File: config.mk
export PLATFORM = sky130hd
export DESIGN_NAME = countdown_timer
export DESIGN_NICKNAME = d
export VERILOG_FILES = /design/src/rtl/countdown_timer.sv
export SDC_FILE = /design/constraint.sdc
export NUM_CORES = 1
export LEC_CHECK = 0
export CAP_MARGIN = 20
export CORE_MARGIN = 1.5
export CORE_UTILIZATION = 50
export DETAILED_ROUTE_END_ITERATION = 7
export DONT_BUFFER_PORTS = 1
export GPL_TIMING_DRIVEN = 0
export MAX_ROUTING_LAYER = met4
export PLACE_DENSITY = 0.73
export SKIP_LAST_GASP = 1
export SLEW_MARGIN = 20
export SYNTH_ARGS = -nofsm -noshare
export SYNTH_HDL_FRONTEND = slang
export SYNTH_SLANG_ARGS = --single-unit
File: constraint.sdc
create_clock -name clk -period 3.06 [get_ports clk]
set_clock_uncertainty 0.2 [all_clocks]
set_input_delay 0.459 -clock clk [delete_from_list [all_inputs] [get_ports clk]]
set_output_delay 0.459 -clock clk [all_outputs]
set_load 0.01 [all_outputs]
File: src/rtl/countdown_timer.sv
// countdown_timer: preset MM:SS countdown in 10 ms steps, shown as MM:SS.cc.
// Three active-low keys (start/pause, set, inc) are synchronised and debounced
// internally; the count uses a BCD borrow chain and drives six common-anode
// seven-segment digits (gfedcba, 0 = lit).
module countdown_timer #(
   parameter int TICK_DIV = 500000,
   parameter int DEBOUNCE = 1000000
) (
   input  logic       clk,
   input  logic       key_reset,
   input  logic       key_start_pause,
   input  logic       key_set,
   input  logic       key_inc,
   output logic [6:0] hex5,
   output logic [6:0] hex4,
   output logic [6:0] hex3,
   output logic [6:0] hex2,
   output logic [6:0] hex1,
   output logic [6:0] hex0,
   output logic       led0,
   output logic       led1,
   output logic       led2,
   output logic       led3
);

   localparam int PS_W = $clog2(TICK_DIV + 1);
   localparam int DB_W = $clog2(DEBOUNCE + 1);
   localparam logic [PS_W-1:0] PS_LAST = PS_W'(TICK_DIV - 1);
   localparam logic [DB_W-1:0] DB_LAST = DB_W'(DEBOUNCE - 1);

   typedef enum logic [2:0] {
      ST_IDLE    = 3'd0,
      ST_SET     = 3'd1,
      ST_RUN     = 3'd2,
      ST_PAUSE   = 3'd3,
      ST_EXPIRED = 3'd4
   } state_t;

   // Key index: 0 = start/pause, 1 = set, 2 = inc
   logic [2:0] key_raw;
   logic [2:0] key_event;
   logic       ev_start;
   logic       ev_set;
   logic       ev_inc;

   assign key_raw = {key_inc, key_set, key_start_pause};

   generate
      for (genvar gi = 0; gi < 3; gi++) begin : g_key
         logic            sync1_reg;
         logic            sync2_reg;
         logic            fired_reg;
         logic [DB_W-1:0] cnt_reg;

         // Synchronise the key, count consecutive low cycles, fire once per press
         always_ff @(posedge clk or negedge key_reset) begin
            if (!key_reset) begin
               sync1_reg <= 1'b1;
               sync2_reg <= 1'b1;
               fired_reg <= 1'b0;
               cnt_reg   <= '0;
            end else begin
               sync1_reg <= key_raw[gi];
               sync2_reg <= sync1_reg;
               if (sync2_reg) begin
                  // Released: re-arm for the next press
                  cnt_reg   <= '0;
                  fired_reg <= 1'b0;
               end else if (key_event[gi]) begin
                  fired_reg <= 1'b1;
               end else if (!fired_reg) begin
                  cnt_reg <= cnt_reg + DB_W'(1);
               end
            end
         end

         assign key_event[gi] = ~sync2_reg & ~fired_reg & (cnt_reg == DB_LAST);
      end
   endgenerate

   // Coincident events: start beats set beats inc; the losers are discarded
   assign ev_start = key_event[0];
   assign ev_set   = key_event[1] & ~key_event[0];
   assign ev_inc   = key_event[2] & ~key_event[1] & ~key_event[0];

   // Digit order: count 0=cc units,1=cc tens,2=ss units,3=ss tens,4=mm units,5=mm tens
   //              preset 0=ss units,1=ss tens,2=mm units,3=mm tens
   state_t          state_reg;
   logic            field_reg;          // 0 = minutes, 1 = seconds
   logic [3:0]      preset_reg [4];
   logic [3:0]      count_reg  [6];
   logic [PS_W-1:0] presc_reg;
   logic [3:0]      led_reg;

   logic [3:0]      count_dec  [6];
   logic [3:0]      count_load [6];
   logic            dec_zero;
   logic            preset_nz;
   logic [7:0]      min_inc;
   logic [7:0]      sec_inc;
   logic            borrow;

   // Increment a two-digit BCD field, wrapping 59 back to 00
   function automatic logic [7:0] bcd_inc59(input logic [3:0] tens, input logic [3:0] units);
      if (units == 4'd9) begin
         if (tens == 4'd5) begin
            return 8'h00;
         end
         return {tens + 4'd1, 4'd0};
      end
      return {tens, units + 4'd1};
   endfunction

   // Common-anode decode; anything outside 0..9 is blanked
   function automatic logic [6:0] seg7(input logic [3:0] d);
      case (d)
         4'd0:    return 7'b100_0000;
         4'd1:    return 7'b111_1001;
         4'd2:    return 7'b010_0100;
         4'd3:    return 7'b011_0000;
         4'd4:    return 7'b001_1001;
         4'd5:    return 7'b001_0010;
         4'd6:    return 7'b000_0010;
         4'd7:    return 7'b111_1000;
         4'd8:    return 7'b000_0000;
         4'd9:    return 7'b001_0000;
         default: return 7'b111_1111;
      endcase
   endfunction

   // Count minus 0.01 s with BCD borrow; seconds tens borrow from 0 to 5, others to 9
   always_comb begin
      borrow   = 1'b1;
      dec_zero = 1'b1;
      for (int i = 0; i < 6; i++) begin
         count_dec[i] = count_reg[i];
         if (borrow) begin
            if (count_reg[i] == 4'd0) begin
               count_dec[i] = (i == 3) ? 4'd5 : 4'd9;
            end else begin
               count_dec[i] = count_reg[i] - 4'd1;
               borrow       = 1'b0;
            end
         end
         dec_zero = dec_zero & (count_dec[i] == 4'd0);
      end
   end

   // Preset expanded to a full count value with centiseconds zero, plus field increments
   always_comb begin
      count_load[0] = 4'd0;
      count_load[1] = 4'd0;
      count_load[2] = preset_reg[0];
      count_load[3] = preset_reg[1];
      count_load[4] = preset_reg[2];
      count_load[5] = preset_reg[3];
      preset_nz     = (preset_reg[0] != 4'd0) | (preset_reg[1] != 4'd0) |
                      (preset_reg[2] != 4'd0) | (preset_reg[3] != 4'd0);
      min_inc       = bcd_inc59(preset_reg[3], preset_reg[2]);
      sec_inc       = bcd_inc59(preset_reg[1], preset_reg[0]);
   end

   // Main state machine; the LED register is updated alongside every state change
   always_ff @(posedge clk or negedge key_reset) begin
      if (!key_reset) begin
         state_reg <= ST_IDLE;
         field_reg <= 1'b0;
         presc_reg <= '0;
         led_reg   <= 4'b0000;
         for (int i = 0; i < 4; i++) preset_reg[i] <= 4'd0;
         for (int i = 0; i < 6; i++) count_reg[i] <= 4'd0;
      end else begin
         case (state_reg)
            ST_IDLE: begin
               if (ev_start) begin
                  if (preset_nz) begin
                     state_reg <= ST_RUN;
                     led_reg   <= 4'b0001;
                  end
               end else if (ev_set) begin
                  state_reg <= ST_SET;
                  field_reg <= 1'b0;
                  led_reg   <= 4'b0100;
               end
            end
            ST_SET: begin
               if (ev_set) begin
                  if (!field_reg) begin
                     field_reg <= 1'b1;
                     led_reg   <= 4'b1000;
                  end else begin
                     state_reg <= ST_IDLE;
                     field_reg <= 1'b0;
                     count_reg <= count_load;
                     presc_reg <= '0;
                     led_reg   <= 4'b0000;
                  end
               end else if (ev_inc) begin
                  if (!field_reg) begin
                     preset_reg[3] <= min_inc[7:4];
                     preset_reg[2] <= min_inc[3:0];
                  end else begin
                     preset_reg[1] <= sec_inc[7:4];
                     preset_reg[0] <= sec_inc[3:0];
                  end
               end
            end
            ST_RUN: begin
               // A start event pre-empts the tick: prescaler and count both hold
               if (ev_start) begin
                  state_reg <= ST_PAUSE;
                  led_reg   <= 4'b0000;
               end else if (presc_reg == PS_LAST) begin
                  presc_reg <= '0;
                  count_reg <= count_dec;
                  if (dec_zero) begin
                     state_reg <= ST_EXPIRED;
                     led_reg   <= 4'b0010;
                  end
               end else begin
                  presc_reg <= presc_reg + PS_W'(1);
               end
            end
            ST_PAUSE: begin
               if (ev_start) begin
                  state_reg <= ST_RUN;
                  led_reg   <= 4'b0001;
               end else if (ev_set) begin
                  state_reg <= ST_IDLE;
                  count_reg <= count_load;
                  presc_reg <= '0;
                  led_reg   <= 4'b0000;
               end
            end
            ST_EXPIRED: begin
               if (ev_start | ev_set) begin
                  state_reg <= ST_IDLE;
                  count_reg <= count_load;
                  presc_reg <= '0;
                  led_reg   <= 4'b0000;
               end
            end
            default: begin
               state_reg <= ST_IDLE;
               presc_reg <= '0;
               led_reg   <= 4'b0000;
            end
         endcase
      end
   end

   // SET shows the preset being edited; every other state shows the live count
   logic [3:0] disp [6];
   logic [6:0] seg  [6];

   always_comb begin
      for (int i = 0; i < 6; i++) begin
         disp[i] = (state_reg == ST_SET) ? count_load[i] : count_reg[i];
      end
   end

   generate
      for (genvar gi = 0; gi < 6; gi++) begin : g_seg
         assign seg[gi] = seg7(disp[gi]);
      end
   endgenerate

   assign hex0 = seg[0];
   assign hex1 = seg[1];
   assign hex2 = seg[2];
   assign hex3 = seg[3];
   assign hex4 = seg[4];
   assign hex5 = seg[5];

   assign led0 = led_reg[0];
   assign led1 = led_reg[1];
   assign led2 = led_reg[2];
   assign led3 = led_reg[3];

endmodule

==> summary.txt, run 1 <==
Outcome
  • Status: finished with violations
  • Failing checks: negative hold slack, negative setup slack

Logic synthesis
  • Synth Instances: roughly 1,000
  • Mapped Avg Cell Area: around 8.7 µm²
  • Post-synth ARST share: 100.0%
  • Xor and xnor fraction of the mapped netlist area: under 10%
  • Post-synthesis adder-cell area fraction: just under 5%
  • Synth area leaders: dfrtp_1, nor2_1, ha_1
  • Post-synthesis simple-gate area fraction: approximately a quarter
  • Top-area cell type share of the netlist area: between 30% and 40%
  • Post-Syn Nets: about 1,000
  • Synthesized cell area: around 0.0088 mm²
  • Primary FF master, synth: dfrtp_1
  • Count leader, synth: dfrtp_1
  • Synth area leader: dfrtp_1
  • Yosys warns: 0
  • EDFF count, synth: 0
  • Number of synthesized register bits: approximately 140
  • Most frequent cells after synthesis: dfrtp_1, nor2_1, nand2_1
  • Seq/Total Area, Yosys: between 30 and 40%
  • Post-synthesis mux area share: between 3 and 4%
  • Synth Area in Compound Gates: roughly 18%
  • Distinct cells, synth: 73
  • Main combinational cell family by area after synthesis: simple AND/OR/NAND/NOR gates

Critical path
  • CP Max Fanout: 6
  • CP Class: flop to output pin
  • Worst EP required: about 2.4 ns
  • Register-to-Register Path Depth: 7
  • RR Startpoint: count_reg[17]$_DFFE_PN0P_
  • FF-to-FF End: led_reg[0]$_DFFE_PN0P_
  • Element type at the critical path start: flop
  • Crit. End Element: output pin
  • R2r setup slk: around 0.060 ns
  • WP data arrival: roughly 2.6 ns

Timing
  • Hold WS: -0.4655 ns
  • Period utilization: 105.2%
  • Setup TNS: -1.659 ns
  • Endpoints failing setup: 25
  • Hold Fails Final Rpt: 136
  • Max-slew violation count: 0
  • Least-Margin Pin Slew: about 0.92 ns
  • Max Clock Freq: a little over 300 MHz
  • Tmin final: around 3.2 ns
  • Unrepaired setup endpoints after global routing: true
  • Slew headroom: between 30 and 40%
  • Final setup margin: -0.1583 ns

Power
  • Comb pwr share: between 1 and 1.5%
  • Int Pwr: about 0.0032 W
  • Net switching power: 0.0008510 W
  • Clock share of power: between 50% and 60%
  • VDD IR max: ~0.4 mV
  • Pwr per Cell Area: about 370 mW/mm²
  • Switching fraction of total power: a little over a fifth
  • Leak pwr: 4.511 nW
  • Sequential fraction of design power: 45.3%

Placed design
  • Port bufs: 0
  • Routability Congestion: 0.8817
  • Placed instance area: approximately 0.0090 mm²
  • Hpwl dp: 13,980 µm

Global routing
  • GR Layer Usage met2: 37.81%
  • Total grt overflow: 0
  • First-pass GRT wire length: 35,740 µm
  • Initial antenna violation count: 0
  • GRT met3 Usage: approximately 5.6%
  • GRT met1 Usage: approximately a third
  • Largest net degree at the start of global routing: roughly 140
  • GR peak layer: met2
  • Vias in the first global route: roughly 7,000
  • GRT Total Usage: roughly a quarter

Finish
  • Layout cells sized above 1: a little over a fifth
  • Fillcell total: 1,397
  • Final Core Density: 63.11%
  • Layout area overhead: 23.81%
  • Final instance area: approximately 0.011 mm²
  • Fin nets: ~1,100
  • # diodes: 0
  • Max reg flops: 60

CTS
  • Cts hold-fix bufs: 3
  • CTS Buffer Depth: 2
  • Root buffer cell: clkbuf_16
  • CTS tree: yes
  • Clock sinks: around 140
  • Clock slew at reported path FFs: 0.06 ns
  • CTS Buf Count: 17
  • Worst-Skew Late Latency: between 0.4 and 0.5 ns
  • H-tree depth: 4

Routing
  • Via/cell ratio: around 6.1
  • Drt wl/cell: roughly 17 µm
  • Total wire length: 22,960 µm
  • Pre-Repair DR Iteration Count: 7
  • Antenna viol nets, final: 0
  • DRC: 0
  • DR vias: around 8,000
  • Iteration-0 DRC Markers: 808

Floorplan
  • Core Region: about 0.017 mm²
  • I/O pin count: between 50 and 60
  • Die area: 0.01831 mm²
  • Die Ht: about 140 µm
  • Std-Cell Rows: 48
  • Initial core utilization: 50.98%
  • Die width: 135.3 µm

Hold path
  • Worst hold path class: input port to async pin

Flow run
  • Max-cap violations: 0
## kinds of logic (layout without fill, tap and decap cells)
family | Yosys count | count (layout)
multiplexers | 27 | 28
XOR/XNOR | 60 | 60
flip-flops | 136 | 136
AO/OA/AOI/OAI | 243 | 244
buffers and inverters | 91 | 172
AND/OR/NAND/NOR | 417 | 417
adder cells (fa/ha/maj) | 34 | 34
## cell type report
type                       instances  area (µm²)  area share (%)
multi-input combinational        783        5673           52.33
sequential                       136        3411           31.46
clock buffer                      22       474.2           4.374
timing repair buffer              52       439.2           4.051
tap                              225       281.5           2.597
buffer                            48       266.5           2.458
inverter                          40       150.1           1.385
clock inverter                    10       145.1           1.339
## critical path, cell delays in order, from the launching register on
cell       delay, ns
dfrtp_1         0.40
or3b_4          0.43
buf_8           0.16
clkbuf_16       0.17
buf_4           0.14
a21oi_4         0.20
buf_4           0.15
nor2_2          0.05
o21ai_1         0.22
o21a_1          0.21
## worst max-delay path by stage
stage / from / end / slack, ns
2_1_floorplan: g_key[0].cnt_reg[0]$_DFFE_PN0P_ / count_load[1]$_DFFE_PN0P_ / 0.04
3_3_place_gp: state_reg[0]$_DFFE_PN0P_ / count_reg[12]$_DFFE_PN0P_ / -0.62
3_5_place_dp: state_reg[0]$_DFFE_PN0P_ / hex4[4] / -0.64
4_1_cts: state_reg[1]$_DFFE_PN0P_ / hex1[4] / -0.16
5_1_grt: state_reg[0]$_DFFE_PN0P_ / hex3[0] / -0.21
6_report: state_reg[0]$_DFFE_PN0P_ / hex3[3] / -0.16
## repair_timing
item / CTS / global route
setup buffers: 18 / 29
resized for setup: 92 / 91
endpoints found under the hold margin: 139 / 136
pin swaps: 13 / 19
cloned: 2 / 2
setup endpoints to repair: 67 / 65
## cells in the final DEF (no fill, tap or decap), types with 6 or more instances in the layout
master	netlist	final
dfrtp_1	130	130
nor2_1	115	104
nand2_1	75	67
o21ai_0	64	55
buf_4	0	43
clkbuf_1	46	40
a21oi_1	59	34
nand3_1	35	34
xnor2_1	31	31
inv_1	40	30
xor2_1	29	28
nor3_1	27	27
o31ai_1	28	27
nor4_1	28	25
nor2b_1	24	23
a21oi_2	0	19
clkbuf_16	0	19
and3_1	19	19
ha_1	34	18
nand4_1	16	16
o21a_1	13	13
nand2b_1	14	11
inv_2	0	10
mux2_2	13	10
ha_2	0	10
mux2i_4	0	9
a21o_1	8	8
o21ai_1	1	8
and4_1	9	8
or4_1	8	8
a21oi_4	0	7
a22oi_2	0	7
nor4b_1	7	7
nor2_2	0	6
nor2_4	1	6
and2_1	7	6
a31oi_1	6	6
ha_4	0	6
dfstp_2	6	6
## per-layer routing
metal | part of all wire [%] | up-vias
li1 | - | 3798
met1 | 44 | 3870
met2 | 48 | 273
met3 | 6.1 | 31
met4 | 1.5 | 0
met5 | 0 | -
## power by group through the flow
stage                     sequential, W  clock, W  combinational [W]
after floorplan                 0.00186         0          0.0000313
after global placement          0.00186         0          0.0000388
after detailed placement        0.00186         0          0.0000391
after CTS                       0.00183   0.00219          0.0000431
after global routing            0.00183   0.00227          0.0000560
final                           0.00183   0.00216          0.0000481
## through the flow
stage	std cells	setup WS [ns]	hold WS [ns]	total power, W
2_1_floorplan	1008	0.03658	-0.03659	0.001890
6_report	1316	-0.1583	-0.4655	0.004038
3_3_place_gp	1233	-0.6230	-0.02777	0.001900
4_1_cts	1285	-0.1577	-0.4791	0.004058
3_5_place_dp	1233	-0.6355	-0.02673	0.001900
5_1_grt	1316	-0.2128	-0.4887	0.004158
Note: power is estimated with default switching activity, not from simulation.
==> run 2, diff against run 1 <==
--- a/config.mk
+++ b/config.mk
@@ -5,9 +5,11 @@
 export SDC_FILE = /design/constraint.sdc
 export NUM_CORES = 1
 export LEC_CHECK = 0
+export ABC_CLOCK_PERIOD_IN_PS = 3060
 export CAP_MARGIN = 20
 export CORE_MARGIN = 1.5
 export CORE_UTILIZATION = 50
+export CTS_CLUSTER_DIAMETER = 200
 export DETAILED_ROUTE_END_ITERATION = 7
 export DONT_BUFFER_PORTS = 1
 export GPL_TIMING_DRIVEN = 0
==> results of run 2 <==
No change in the layout: final DEF, timing and power equal those of run 1.
==> run 3, diff against run 2 <==
--- a/config.mk
+++ b/config.mk
@@ -15,7 +15,7 @@
 export GPL_TIMING_DRIVEN = 0
 export MAX_ROUTING_LAYER = met4
 export PLACE_DENSITY = 0.73
-export SKIP_LAST_GASP = 1
+export SKIP_CTS_REPAIR_TIMING = 1
 export SLEW_MARGIN = 20
 export SYNTH_ARGS = -nofsm -noshare
 export SYNTH_HDL_FRONTEND = slang
==> summary.txt, run 3 (synthesis gave the netlist of run 1 again) <==
Finish
  • Final Core Density: approximately 62%
  • Fin nets: approximately 1,100
  • # diodes: 0
  • Max reg flops: 60
  • Layout area overhead: 22.15%
  • Most common cell after layout, fill and taps aside: dfrtp_1
  • Layout cells sized above 1: about a fifth
  • Most frequent cells in the layout: dfrtp_1, nor2_1, nand2_1

Outcome
  • Failing checks: negative hold slack, negative setup slack
  • Status: finished with violations

Global routing
  • Largest net degree at the start of global routing: about 140
  • First-pass GRT wire length: about 34,000 µm
  • Initial antenna violation count: 0
  • Vias in the first global route: ~7,000
  • GR peak layer: met2
  • GRT Total Usage: about a quarter
  • Total grt overflow: 0
  • GRT met1 Usage: 32.35%
  • GRT met3 Usage: 5.574%
  • GR Layer Usage met2: between 30% and 40%

Timing
  • Max-slew violation count: 0
  • Final setup margin: -0.1537 ns
  • Tmin final: 3.214 ns
  • Period utilization: 105.0%
  • Setup TNS: -1.226 ns
  • Endpoints failing setup: 22
  • Unrepaired setup endpoints after global routing: true
  • Max Clock Freq: about 310 MHz
  • Slew headroom: a little under two fifths
  • Hold Fails Final Rpt: ~140
  • Hold WS: -0.4708 ns
  • Least-Margin Pin Slew: slightly above 0.9 ns

Power
  • Pwr per Cell Area: 377.4 mW/mm²
  • Leak pwr: between 4 and 5 nW
  • VDD IR max: roughly 0.4 mV

Routing
  • Antenna viol nets, final: 0
  • Iteration-0 DRC Markers: a little over 700
  • Total wire length: 22,270 µm
  • Drt wl/cell: 17.07 µm
  • DRC: 0
  • DR vias: 7,887
  • Via/cell ratio: 6.044
  • Pre-Repair DR Iteration Count: 7

Floorplan
  • Die Ht: about 140 µm
  • Std-Cell Rows: 48
  • Core Region: roughly 0.017 mm²
  • Die width: 135.3 µm
  • Initial core utilization: slightly above 50%
  • I/O pin count: around 50
  • Die area: 0.01831 mm²

Placed design
  • Dpl ws: -0.6355 ns
  • Routability Congestion: slightly below 0.9
  • Port bufs: 0
  • Hpwl dp: ~14,000 µm

Flow run
  • Max-cap violations: 0

CTS
  • CTS tree: yes
  • Clock sinks: 136
  • CTS Buffer Depth: 2
  • Root buffer cell: clkbuf_16
  • CTS Buf Count: 17
  • Clock slew at reported path FFs: ~0.06 ns
  • H-tree depth: 4
  • Worst-Skew Late Latency: between 0.4 and 0.5 ns

Critical path
  • Element type at the critical path start: flop
  • Crit. End Element: output pin
  • Worst EP required: between 2 and 2.5 ns
  • WP data arrival: about 2.6 ns
  • CP Max Fanout: 9
  • CP Class: flop to output pin

Hold path
  • Worst hold path class: input port to async pin
[run 3: cell type report]
type | instances | area, µm²
clock buffers | 22 | 474.2
well taps | 225 | 281.5
inverters | 40 | 150.1
flip-flops and latches | 136 | 3412
multi-input cells | 781 | 5613
clock inverters | 10 | 145.1
plain buffers | 50 | 276.5
repair buffers | 41 | 342.8
fillers | 1415 | 6481
[run 3: per-layer routing]
layer	share of wire (%)	vias to the layer above	wire length (µm)
met1	45	3838	10020
met3	5.7	40	1274
li1	-	3773	-
met5	0	-	0
met2	47	236	10580
met4	1.8	0	401
[run 3: worst paths after layout]
check | start | endpoint | slack, ns | cells past startpoint
max reg2reg | state_reg[1]$_DFFE_PN0P_ | count_load[1]$_DFFE_PN0P_ | -0.02 | 9
min | key_reset | g_key[2].cnt_reg[19]$_DFFE_PN0P_ | -0.47 | 0
min in group clk | g_key[0].sync1_reg$_DFF_PN1_ | g_key[0].sync2_reg$_DFF_PN1_ | 0.15 | 0
max | state_reg[1]$_DFFE_PN0P_ | hex3[3] | -0.15 | 7
min reg2reg | g_key[0].sync1_reg$_DFF_PN1_ | g_key[0].sync2_reg$_DFF_PN1_ | 0.15 | 0
max in group asynchronous | key_reset | g_key[0].sync2_reg$_DFF_PN1_ | 2.86 | 0
[run 3: where the power goes]
group	switching [W]	internal (W)	leakage, nW
clock	0.000809	0.00135	0.297
sequential	0.0000132	0.00182	1.87
combinational	0.0000275	0.0000209	2.28
total	0.000850	0.00319	4.45
[run 3: worst max-delay path: stages (launching register included)]
cell	delay, ns
dfrtp_1	0.42
or3b_4	0.42
buf_12	0.16
clkbuf_16	0.17
a21oi_4	0.28
nor2_1	0.13
o21ai_0	0.31
o21a_1	0.24
[run 3: stage by stage]
step | area [µm²] | cells | total power [W] | hold WS, ns
floorplan | 8756 | 1008 | 0.001890 | -0.03659
global placement | 9037 | 1233 | 0.001900 | -0.02777
detailed placement | 9042 | 1233 | 0.001900 | -0.02673
CTS | 9662 | 1265 | 0.004055 | -0.4791
global route | 10700 | 1305 | 0.004164 | -0.4889
finish | 10700 | 1305 | 0.004037 | -0.4708
